==> config.mk <==
export PLATFORM = sky130hd
export DESIGN_NAME = keypad_scanner
export DESIGN_NICKNAME = d
export VERILOG_FILES = /design/src/rtl/keypad_scanner.sv
export SDC_FILE = /design/constraint.sdc
export NUM_CORES = 1
export LEC_CHECK = 0
export ABC_AREA = 1
export BUFFER_PORTS_ARGS = -buffer_cell sky130_fd_sc_hd__buf_4
export CORE_ASPECT_RATIO = 1.2
export CORE_UTILIZATION = 50
export DETAILED_ROUTE_END_ITERATION = 12
export HOLD_SLACK_MARGIN = 0.08
export PLACE_DENSITY = 0.66
export REMOVE_ABC_BUFFERS = 1
export SETUP_SLACK_MARGIN = 0.05
export SYNTH_ARGS = -nofsm -noshare
export SYNTH_HDL_FRONTEND = slang
export SYNTH_SLANG_ARGS = --single-unit
export TNS_END_PERCENT = 50
==> constraint.sdc <==
create_clock -name clk -period 9.8 [get_ports clk]
set_input_delay 1.47 -clock clk [delete_from_list [all_inputs] [get_ports clk]]
set_output_delay 1.47 -clock clk [all_outputs]
set_load 0.02 [all_outputs]
==> src/rtl/keypad_scanner.sv <==
`timescale 1ns/1ps
// 4x4 keypad column scanner with full-matrix debounce; emits one one-hot code per clean single-key press.
// Latency: row -> accept <= (DEBOUNCE_SCANS+1) full scans + 1 cycle; outputs registered. No backpressure: key_valid is a strobe.
// Optional KEYPAD_HOLD_EN: onehot holds the accepted key while it stays pressed (level mode) instead of pulsing.
module keypad_scanner #(
    parameter int SCAN_DIV       = 50000,
    parameter int DEBOUNCE_SCANS = 10
) (
    input  logic        clk,
    input  logic        rst_n,
    input  logic [3:0]  row,
    output logic [3:0]  col,
    output logic [15:0] onehot,
    output logic        key_valid,
    output logic [3:0]  key_code
);
    localparam int DW = $clog2(SCAN_DIV);
    localparam int SW = $clog2(DEBOUNCE_SCANS + 1);
    localparam logic [DW-1:0] DWELL_LAST = DW'(SCAN_DIV - 1);
    localparam logic [SW-1:0] STABLE_MAX = SW'(DEBOUNCE_SCANS);

    typedef enum logic [1:0] {IDLE, ACTIVE, BLOCKED} state_e;

    logic [3:0]    row_s1_q, row_s1_d, row_s2_q, row_s2_d;
    logic [DW-1:0] dwell_q, dwell_d;
    logic [1:0]    col_idx_q, col_idx_d;
    logic [15:0]   snap_q, snap_d, prev_q, prev_d, deb_q, deb_d;
    logic [SW-1:0] stable_q, stable_d;
    state_e        state_q, state_d;
    logic [15:0]   onehot_q, onehot_d;
    logic          key_valid_q, key_valid_d;
    logic [3:0]    key_code_q, key_code_d;

    logic          sample;
    logic [4:0]    deb_pop;
    logic [3:0]    deb_idx;
    logic          emit;

    always_comb begin
        row_s1_d = row;
        row_s2_d = row_s1_q;
    end

    // Rows are sampled on the last dwell cycle so the column drive has settled through the synchronizer.
    always_comb begin
        dwell_d   = dwell_q;
        col_idx_d = col_idx_q;
        snap_d    = snap_q;
        prev_d    = prev_q;
        stable_d  = stable_q;
        deb_d     = deb_q;
        sample    = (dwell_q == DWELL_LAST);
        if (sample) begin
            dwell_d   = '0;
            col_idx_d = col_idx_q + 2'd1;
            for (int r = 0; r < 4; r++) begin
                snap_d[{2'(r), col_idx_q}] = ~row_s2_q[r];
            end
            if (col_idx_q == 2'd3) begin
                if (snap_d == prev_q) begin
                    stable_d = (stable_q == STABLE_MAX) ? stable_q : stable_q + SW'(1);
                end else begin
                    stable_d = SW'(1);
                end
                prev_d = snap_d;
                if (stable_d == STABLE_MAX) begin
                    deb_d = snap_d;
                end
            end
        end else begin
            dwell_d = dwell_q + DW'(1);
        end
    end

    always_comb begin
        deb_pop = 5'($countones(deb_q));
        deb_idx = '0;
        for (int i = 0; i < 16; i++) begin
            if (deb_q[i]) begin
                deb_idx = 4'(i);
            end
        end
    end

    always_ff @(posedge clk or negedge rst_n) begin
        if (!rst_n) begin
            state_q <= IDLE;
        end else begin
            state_q <= state_d;
        end
    end

    always_comb begin
        state_d = state_q;
        case (state_q)
            IDLE: begin
                if (deb_pop == 5'd1) begin
                    state_d = ACTIVE;
                end else if (deb_pop > 5'd1) begin
                    state_d = BLOCKED;
                end
            end
            ACTIVE, BLOCKED: begin
                if (deb_q == '0) begin
                    state_d = IDLE;
                end
            end
            default: state_d = IDLE;
        endcase
    end

    always_comb begin
        emit        = (state_q == IDLE) && (deb_pop == 5'd1);
        key_valid_d = emit;
        key_code_d  = emit ? deb_idx : key_code_q;
`ifdef KEYPAD_HOLD_EN
        if (emit) begin
            onehot_d = deb_q;
        end else if (state_q == ACTIVE && deb_q != '0) begin
            onehot_d = onehot_q;
        end else begin
            onehot_d = '0;
        end
`else
        onehot_d = emit ? deb_q : '0;
`endif
    end

    always_ff @(posedge clk or negedge rst_n) begin
        if (!rst_n) begin
            row_s1_q    <= 4'hF;
            row_s2_q    <= 4'hF;
            dwell_q     <= '0;
            col_idx_q   <= '0;
            snap_q      <= '0;
            prev_q      <= '0;
            deb_q       <= '0;
            stable_q    <= '0;
            onehot_q    <= '0;
            key_valid_q <= 1'b0;
            key_code_q  <= '0;
        end else begin
            row_s1_q    <= row_s1_d;
            row_s2_q    <= row_s2_d;
            dwell_q     <= dwell_d;
            col_idx_q   <= col_idx_d;
            snap_q      <= snap_d;
            prev_q      <= prev_d;
            deb_q       <= deb_d;
            stable_q    <= stable_d;
            onehot_q    <= onehot_d;
            key_valid_q <= key_valid_d;
            key_code_q  <= key_code_d;
        end
    end

    assign col       = ~(4'b0001 << col_idx_q);
    assign onehot    = onehot_q;
    assign key_valid = key_valid_q;
    assign key_code  = key_code_q;

endmodule

==> run metrics <==
status=finished clean; # hold bufs at CTS=0; PostCTS Resize Cnt=0; count leader, synth=nand2_1; Mapped Cells=622; H-tree levels=3; Fill cells=896; worst rel slew slack=41.8%; P&R area growth vs syn=13.3%; CP arrival=4960 ps; CTS root buf=clkbuf_16; Die Y=112 um; # port buffers=30; RSZ-0062 raised after global routing=no; number of placement rows=39; DIE AREA=10,600 sq um; ordered list of cells on the worst path=fa_1 -> inv_1 -> fa_1 -> fa_1 -> fa_1 -> inv_1 -> ha_1 -> fa_1 -> nor3_1 -> o211ai_1 -> nor2_1 -> nand2_1 -> inv_1 -> nor2_1 -> a31oi_1; mapped cell area=5080 sq um; Placeable Area=9710 sq um; Slew Limit Fails=0; Layout Cells excl Fill=782; largest net degree at the start of global routing=71; share of the synthesized area in the top cell type=45.8%; delay of the slowest critical-path stage=550 ps; worst r2r src=deb_q[0]$_DFFE_PN0P_; multi-input logic area=2070 sq um; WL/cell=13.2 um; Tot GR Track Use=22.0%; CTS Sinks=101; Initial DRC Count=212; Pwr Density=144 nW/um^2; CTS tree=built; Initial Util=52.3%; global-route wire length before repair=18,000 um; yosys warns=0; DRT Wirelength=10,300 um; Setup crit start=deb_q[0]$_DFFE_PN0P_; f_max=213 MHz; Leakage=3.07 nW; maxcap violations=0; Async S/R FF share, synth=100%; Storage cell area=2540 sq um; element type at the critical path end=flop; kind of critical path=reg2reg; Max VDD drop=93.4 uV; Avg Cell Area, Syn=8.16 sq um; Placed Area=5420 sq um; top cell types by occurrence after synthesis=nand2_1 (183), inv_1 (106), dfrtp_1 (93); hpwl dp=7560 um; DR pass1 iterations=5; cell mode on critical path=fa_1; # diodes=0; TNS Setup=0 ps; CP max-delay cell=fa_1; Inserted Clock Buffers=9; vias per cell=4.97; Area contributors post-synth=dfrtp_1 (46%), nand2_1 (14%), inv_1 (7.8%); final antenna-violating net count=0; CP bufs+invs=3; period utilization=47.9%; hold slack final=358 ps; post-CTS setup buffers=0; initial antenna violation count=0; Clock transition at path regs=70 ps; Critical Path RT=10,060 ps; final routed DRC violation total=0; crit path max fanout=24; min-delay worst type=reg2reg; gpl congestion=0.785; IO Pins=31; global route total overflow=0; Final #Nets=684; share of post-route cells with drive strength above 1=11.5%; Cell variety after synth=32; min-delay src=row_s1_q[0]$_DFF_PN1_; clock tree buffer depth=2; register area share after synthesis=50.0%; EDFF count, synth=0; Most used DFF post-synth=dfrtp_1; delay-heaviest family, CP=adder cells; Final min period=4700 ps; Vias=3,889; Clock Latency Late Sink=340 ps; vias in the first global route=3,935; Final Hold Vio Count=0; CP Launch Type=flop; Final Setup Violations=0; Die Wd=94 um; Final Cell Area=5750 sq um; final clock skew=6.71 ps; Synth Register Bits=101; dpl cells=766; Worst Tran Pin Value=873 ps; Synth area leader=dfrtp_1
[state kept, by name (all words and copies together), names as in the netlist]
name,flops
key_code,4
row_s2_q,4
prev_q,16
stable_q,4
snap_q,16
state_q,2
dwell_q,16
deb_q,16
row_s1_q,4
onehot,16
key_valid,1
col_idx_q,2
[cells by family (layout without fill, tap and decap cells)]
family,after synthesis,count (layout),share of synthesized area [%]
buf+inv,122,159,9.31
fa+ha+maj,24,24,7.39
flops,101,101,50.0
compound gates,59,59,6.16
xor+xnor,8,8,1.38
simple gates,308,308,25.8
[cell usage in the layout (no fill, tap or decap), types with 3 or more instances in the layout]
cell type / instances
a21oi_1: 11
a31oi_1: 4
buf_4: 32
clkbuf_16: 9
dfrtp_1: 93
dfstp_2: 8
fa_1: 10
ha_1: 14
inv_1: 106
inv_2: 4
nand2_1: 183
nand2_2: 7
nand3_1: 42
nand3_2: 3
nand4_1: 5
nor2_1: 51
nor2_4: 3
nor3_1: 8
o21ai_0: 39
xor2_1: 8
[cell type report]
class / count / area share (%)
Clock inverter: 5 / 1.44
Inverter: 111 / 7.24
Sequential cell: 101 / 44.1
Timing Repair Buffer: 32 / 4.18
Clock buffer: 11 / 4.39
Tap cell: 123 / 2.68
Multi-Input combinational cell: 399 / 36.0
[power breakdown]
part | switching (mW) | total (mW) | internal [mW]
sequential | 0.00151 | 0.421 | 0.420
clock | 0.156 | 0.395 | 0.238
combinational | 0.0112 | 0.0144 | 0.00313
total | 0.169 | 0.830 | 0.661
[path summary, 6_finish.rpt]
| check | to | slack [ps] | depth (start not counted) |
|---|---|---|---|
| max | key_code[1]$_DFFE_PN0P_ | 5100 | 15 |
| min | row_s2_q[0]$_DFF_PN1_ | 360 | 0 |
| max reg2reg | key_code[1]$_DFFE_PN0P_ | 5100 | 15 |
| min reg2reg | row_s2_q[0]$_DFF_PN1_ | 360 | 0 |
| max in group asynchronous | deb_q[14]$_DFFE_PN0P_ | 7550 | 2 |
| min in group asynchronous | onehot[4]$_DFF_PN0_ | 1040 | 1 |
[metrics by stage]
stage	worst slack, ps	utilization, %	total power, mW
finish	5100	59.2	0.830
CTS	5080	59.2	0.838
detailed placement	5090	55.8	0.444
floorplan	5560	-	0.433
global route	4750	59.2	0.856
global placement	5360	55.8	0.444
[per-layer routing]
layer	up-vias	global-route usage, %	routed length (um)	share of wire [%]
li1	1976	-	-	-
met1	1815	27.2	4530	44
met2	78	37.7	5140	50
met3	20	4.47	410	4.0
met4	0	8.10	244	2.4
met5	-	0	0	0
Power figures use the tool's default switching activity.
